$ cat src/rtl/reg_file_sb.sv
// Register file with NUM_RD combinational read ports, one write port, optional write bypass,
// and a per-register in-flight write scoreboard; reads are zero latency, issue stalls via issue_ready.
module reg_file_sb #(
  parameter int DATA_W = 32,
  parameter int ADDR_W = 5,
  parameter int NUM_RD = 2,
  parameter int CNT_W  = 2,
  parameter int BYPASS = 1
) (
  input  logic                       clk,
  input  logic                       rst,
  input  logic                       wr_en,
  input  logic [ADDR_W-1:0]          wr_addr,
  input  logic [DATA_W-1:0]          wr_data,
  input  logic [NUM_RD-1:0]          rd_en,
  input  logic [NUM_RD*ADDR_W-1:0]   rd_addr,
  output logic [NUM_RD*DATA_W-1:0]   rd_data,
  output logic [NUM_RD-1:0]          rd_busy,
  input  logic                       issue_en,
  input  logic [ADDR_W-1:0]          issue_addr,
  output logic                       issue_ready,
  input  logic                       flush
);

  localparam int DEPTH = 1 << ADDR_W;
  localparam logic [CNT_W-1:0] CNT_MAX = '1;
  localparam logic [CNT_W-1:0] CNT_ONE = CNT_W'(1);

  logic [DATA_W-1:0] regs_q [DEPTH];
  logic [DATA_W-1:0] regs_d [DEPTH];
  logic [CNT_W-1:0]  cnt_q  [DEPTH];
  logic [CNT_W-1:0]  cnt_d  [DEPTH];

  // One-hot decodes of the issue and writeback targets; register 0 never matches.
  logic [DEPTH-1:0] iss_hit;
  logic [DEPTH-1:0] wr_hit;

  assign iss_hit = (issue_en && (issue_addr != '0)) ? (DEPTH'(1) << issue_addr) : '0;
  assign wr_hit  = (wr_en && (wr_addr != '0)) ? (DEPTH'(1) << wr_addr) : '0;

  always_comb begin
    regs_d = regs_q;
    cnt_d  = cnt_q;
    if (wr_hit != '0) begin
      regs_d[wr_addr] = wr_data;
    end
    for (int r = 1; r < DEPTH; r++) begin
      if (flush) begin
        cnt_d[r] = '0;
      end else if (iss_hit[r] && wr_hit[r]) begin
        cnt_d[r] = cnt_q[r];
      end else if (iss_hit[r]) begin
        if (cnt_q[r] != CNT_MAX) begin
          cnt_d[r] = cnt_q[r] + CNT_ONE;
        end
      end else if (wr_hit[r]) begin
        if (cnt_q[r] != '0) begin
          cnt_d[r] = cnt_q[r] - CNT_ONE;
        end
      end
    end
  end

  always_ff @(posedge clk or negedge rst) begin
    if (!rst) begin
      for (int r = 0; r < DEPTH; r++) begin
        regs_q[r] <= '0;
        cnt_q[r]  <= '0;
      end
    end else begin
      regs_q <= regs_d;
      cnt_q  <= cnt_d;
    end
  end

  // A same-cycle write to a register with exactly one write outstanding retires the hazard now.
  for (genvar gi = 0; gi < NUM_RD; gi++) begin : g_rd
    logic [ADDR_W-1:0] ra;
    logic              active;
    logic              hit;
    logic [CNT_W-1:0]  pend;

    assign ra     = rd_addr[gi*ADDR_W +: ADDR_W];
    assign active = rst && rd_en[gi] && (ra != '0);
    assign hit    = (BYPASS != 0) && wr_en && (wr_addr == ra);
    assign pend   = cnt_q[ra];

    assign rd_data[gi*DATA_W +: DATA_W] = !active ? '0 : (hit ? wr_data : regs_q[ra]);
    assign rd_busy[gi] = active && (pend != '0) && !(hit && (pend == CNT_ONE));
  end

  assign issue_ready = (issue_addr == '0) || (cnt_q[issue_addr] != CNT_MAX);

endmodule

$ cat config.mk
export PLATFORM = sky130hd
export DESIGN_NAME = reg_file_sb
export DESIGN_NICKNAME = d
export VERILOG_FILES = /design/src/rtl/reg_file_sb.sv
export SDC_FILE = /design/constraint.sdc
export NUM_CORES = 2
export LEC_CHECK = 0
export ABC_AREA = 0
export CORE_UTILIZATION = 57
export CTS_CLUSTER_DIAMETER = 80
export CTS_CLUSTER_SIZE = 10
export DETAILED_ROUTE_END_ITERATION = 10
export PLACE_DENSITY = 0.74
export SLEW_MARGIN = 20
export SYNTH_ARGS = -nofsm -noshare
export SYNTH_HDL_FRONTEND = slang
export SYNTH_SLANG_ARGS = --single-unit
export TNS_END_PERCENT = 20
$ cat constraint.sdc
create_clock -name clk -period 3.75 [get_ports clk]
set_clock_uncertainty 0.2 [all_clocks]
set_input_delay 1.125 -clock clk [delete_from_list [all_inputs] [get_ports clk]]
set_output_delay 1.125 -clock clk [all_outputs]
set_load 0.05 [all_outputs]
**After elaboration in Yosys (flattened, before gate mapping)**

Index checks and enable logic that the tools add are counted.

- Add/sub/neg operators: 62
- Magnitude comparators: 5
- Equality and inequality tests: 98
- Shift-type cells: 2
- Mux-type cells: 210
- Bitwise logic cells: 4
- Reduce and logical (&&, ||, !) cells: 181

Operator list:

| operator | number |
|---|---|
| bitwise mux 1024 bit | 1 |
| two-way mux 2 bit | 192 |
| two-way mux 32 bit | 11 |
| binary-select mux 32 bit (select 5 bit) | 2 |
| nonzero test 3 bit | 62 |
| demux 32 bit (select 5 bit) | 1 |
| inequality test 2 bit, second input constant | 63 |
| AND reduction 4 bit | 31 |
| inequality test 3 x 2 -> 1 bit, second input constant | 31 |
| nonzero test 2 bit | 33 |
| << shifter 1 x 5 -> 32 bit, first input constant | 2 |
| adder 2 x 1 -> 2 bit, second input constant | 31 |
| subtractor 2 x 1 -> 2 bit, second input constant | 31 |
| logical AND 1 bit | 46 |
| nonzero test 32 bit | 1 |
| binary-select mux 2 bit (select 5 bit) | 3 |
| greater-or-equal comparator 6 bit, second input constant | 4 |
| inverter 5 -> 6 bit | 4 |
| nonzero test 5 bit | 4 |
| equality test 5 bit | 2 |
| < comparator 6 x 1 -> 1 bit, second input constant | 1 |
| zero test 5 bit | 1 |
| equality test 2 x 1 -> 1 bit, second input constant | 2 |
| zero test 1 bit | 2 |
| logical OR 1 bit | 1 |

- Bits in registers: 1086
- Output and inout port bits: 67

**Longest topological paths before layout**

- Word-level depth: 8
- Gate-level depth with buffers: 10
- Mapped depth without buffers: 5

**Least setup slack after synthesis**

Ideal clock, no wire load.

- Path kind: input-to-output
- From: input rd_addr[7]
- To: output rd_busy[1]
- Arrival: 3367 ps
- Slack: -942 ps
- Stages: 8
- Buffers on the path: 4
- Cells stage by stage: buf_4 -> buf_2 -> buf_2 -> clkbuf_1 -> a221oi_1 -> nor3_1 -> a21oi_1 -> o311ai_1

- Cells in the longest elaborated chain, start to end: 8

Ends and longest elaborated chain:

| what | RTL line | source |
|---|---|---|
| from (decl) | 16 | `input logic [NUM_RD*ADDR_W-1:0] rd_addr,` |
| inverter 5 -> 6 bit (implied by the code) | 86 | `assign pend = cnt_q[ra];` |
| binary-select mux 2 bit (select 5 bit) | 86 |  |
| two-way mux 2 bit (implied by the code) (2 in a row) | 86 |  |
| equality test 2 x 1 -> 1 bit | 89 | `assign rd_busy[gi] = active && (pend != '0) && !(hit && (pend == CNT_ONE));` |
| logical AND 1 bit | 89 |  |
| zero test 1 bit | 89 |  |
| logical AND 1 bit * | 89 |  |
| to (decl) | 18 | `output logic [NUM_RD-1:0] rd_busy,` |

Mark *: on every way between the ends. The rest lies on a longest branch, timed or not. The select of a mux whose other input is x is not followed.

**Worst setup path after layout**

- From: input rd_addr[5]
- To: output rd_data[41]

- Cells in the longest elaborated chain, start to end: 6

Ends and longest elaborated chain:

| what | RTL line | source |
|---|---|---|
| inverter 5 -> 6 bit (implied by the code) | 88 | `assign rd_data[gi*DATA_W +: DATA_W] = !active ? '0 : (hit ? wr_data : regs_q[ra]);` |
| binary-select mux 32 bit (select 5 bit) | 88 |  |
| two-way mux 32 bit (implied by the code) (2 in a row) | 88 |  |
| two-way mux 32 bit | 88 |  |
| two-way mux 32 bit * | 88 |  |
| to (decl) | 17 | `output logic [NUM_RD*DATA_W-1:0] rd_data,` |

Marked as above.

==> metrics.txt <==
status=complete, but fails checks; failing checks=setup timing; routability cong.=~0.97; crit path cell chain=buf_16 > buf_16 > xor2_2 > nor4_4 > buf_4 > nand3_4 > buf_8 > clkbuf_16 > a31oi_2 > o22a_4 > buf_12; Skew-Pair Late Insertion Delay=740 ps; DR pass1 iterations=5; Max Fclk=~220 MHz; startpoint types=primary input; Power Internal=24100 uW; Detail Route Antenna Nets=0; fin crit share=1.19; final wirelength=between 200 and 250 mm; nets@finish=between 5k and 6k; critical path class=in -> out; antenna cells=0; type of the worst min-delay path=reg -> reg; Post-synth ARST share=1.00; Logic pwr share=0.234; Main synth FF type=dfrtp_1; first-pass GRT wire length=313 mm; Design Area, Final=~75000 sq um; P_leak=about 0.033 uW; Post-Synthesis Cells=approximately 4.8k; Remaining Overflow, GRT=0; max_cap viols=0; Worst setup EP type=primary output; via count=around 47k; total power=between 30000 and 40000 uW; part of the power in the clock network=0.309; critical path fanouts, max=9; antenna violations before repair=0; Port Buffers=roughly 130; Worst-Margin Slew=between 1000 and 1500 ps; Slew HR=0.288; Slew Limit Fails=0; Post-Place Worst Slack=-1170 ps; maximum vdd drop=~0.43 mV; share of layout cells above drive strength 1=0.503; Seq pwr share=0.457; core area=107000 sq um; Crit path top cell by count=buf_16; largest net degree at the start of global routing=around 180; Initial Utilization=0.574; Netlist Area Pre-Place=approximately 61000 sq um; Syn Area/Cell=around 13 sq um; crit path DAT=between 3000 and 4000 ps; Final setup viols=between 60 and 70; Root Buffer=clkbuf_16; crit path max-delay cell type=nor4_4; Crit path required time=around 2400 ps; detailed placement HPWL=~130 mm; PD cells=about 450 nW/um^2; Yosys warnings=0; WL/cell=around 32 microns; Sink Count=between 1k and 1.5k; commonest non-fill, non-tap cell in the layout=mux2_2; synthesis-stage register bit count=~1.1k; H-tree depth=3; largest cells by area after synthesis=dfrtp_1 44%, mux2_2 21%, mux4_2 13%, mux2i_1 3.1%, nand2_1 2.4%; area share of the largest cell type after synthesis=0.442; Syn-to-layout area delta=22.1%; Fin. Hold Viols=0; die height=approximately 330 microns; drt drc=0; FP Rows=120; full die area=~110000 sq um; Die X=approximately 330 microns; Critical Path Max Stage Delay=about 220 ps; Tmin final=4460 ps; CTS tree=yes; number of DRC markers in iteration 0=between 5k and 6k; Core Util, Final=0.702; vias in the first global route=slightly below 50k; I/O pins=126; RSZ-0062 raised after global routing=yes; sequential area share after synthesis=0.442; setup ws final=-709 ps; Longest Clk Path Bufs=3; Area after DPL=slightly below 70000 sq um; post-synth net total=4892; clock-pin slew on the worst setup and hold paths=about 60 ps; Post-synth EDFFs=0; Switching Power=about 9800 uW; Switching Fraction=0.289; Distinct cells, synth=77; post-synth top area cell=dfrtp_1; vias per cell=between 7 and 8; Total GRT Usage=0.388; Num CTS Buffers=119; tightest hold margin=around 200 ps; commonest cells after routing, fill and taps aside=1146 x mux2_2, 1086 x dfrtp_1, 376 x nand2_1
==> per-layer routing <==
layer / part of all wire / track usage / up-vias
met2: 0.45 / 0.584 / 3180
li1: - / - / 18800
met4: 0.074 / 0.242 / 0
met3: 0.11 / 0.0997 / 935
met1: 0.37 / 0.504 / 24300
met5: 0 / 0 / -
==> critical path, delay by kind of cell <==
family                    cells  cell delay, ps
xor gates and xnor gates      1             160
and+or+nand+nor               2             380
AOI/OAI and AO/OA             2             410
buffers and inverters         6            1020
==> synthesized netlist by cell type (32+ instances only) <==
master	instances
mux2i_1	191
o22a_1	32
buf_4	57
dfrtp_1	1086
a221oi_1	84
a21oi_1	147
o21ai_0	52
a221o_1	39
nand2b_1	88
a31oi_1	40
nand3_1	57
buf_2	182
mux4_2	345
o22ai_1	71
o31ai_1	32
a22oi_1	98
clkbuf_1	257
mux2_2	1147
nand2_1	395
nor2_1	78
==> power groups by stage <==
| stage | registers, uW | logic [uW] | clock network [uW] |
|---|---|---|---|
| after detailed placement | 15500 | 7380 | 0 |
| final | 15500 | 7930 | 10400 |
| after global placement | 15300 | 7180 | 0 |
| after global routing | 15700 | 8370 | 10900 |
| after floorplan | 15000 | 5280 | 0 |
| after CTS | 15300 | 7700 | 10500 |
==> cell type report <==
class / instances / area (sq um)
multi-input cells: 3210 / 33600
fillers: 7094 / 31900
flip-flops and latches: 1086 / 27200
repair buffers: 725 / 9330
clock buffers: 124 / 3050
well taps: 1403 / 1760
clock inverters: 7 / 123
inverters: 13 / 48.8
==> logic make-up after synthesis <==
logic type / synth area share
DFF: 0.442
muxes: 0.371
buffers and inverters: 0.0422
and+or+nand+nor: 0.0617
xor gates and xnor gates: 0.00142
AOI/OAI and AO/OA: 0.0818
==> path summary, 6_finish.rpt <==
path | from | slack (ps) | cells after the start | to
setup / recovery | rd_addr[5] | -710 | 11 | rd_data[41]
hold reg to reg | regs_q[1018]$_DFFE_PN0P_ | 200 | 0 | regs_q[1018]$_DFFE_PN0P_
hold / removal | regs_q[1018]$_DFFE_PN0P_ | 200 | 0 | regs_q[1018]$_DFFE_PN0P_
setup reg to reg | cnt_q[6]$_DFFE_PN0P_ | 2100 | 3 | cnt_q[6]$_DFFE_PN0P_
min in group asynchronous | rst | 290 | 2 | cnt_q[25]$_DFFE_PN0P_
max in group asynchronous | rst | 1000 | 4 | regs_q[743]$_DFFE_PN0P_
==> stage by stage <==
stage	cells	setup TNS (ps)
2_1_floorplan	4833	-17040
3_3_place_gp	6366	-71850
3_5_place_dp	6366	-73590
4_1_cts	6552	-39650
5_1_grt	6568	-40130
6_report	6568	-39760
==> state kept, by name, summed over array words and instances (netlist names) <==
register,cells
cnt_q,62
regs_q,1024
==> repair_timing <==
| item | CTS | global route |
|---|---|---|
| cloned | 16 | 4 |
| resized for setup | 240 | 87 |
| endpoints found under the hold margin | 1 | 0 |
| pin swaps | 52 | 29 |
| hold buffers | 1 | 0 |
| setup endpoints to repair | 67 | 67 |
| buffers inserted | 38 | 12 |
Power figures use the tool's default switching activity.
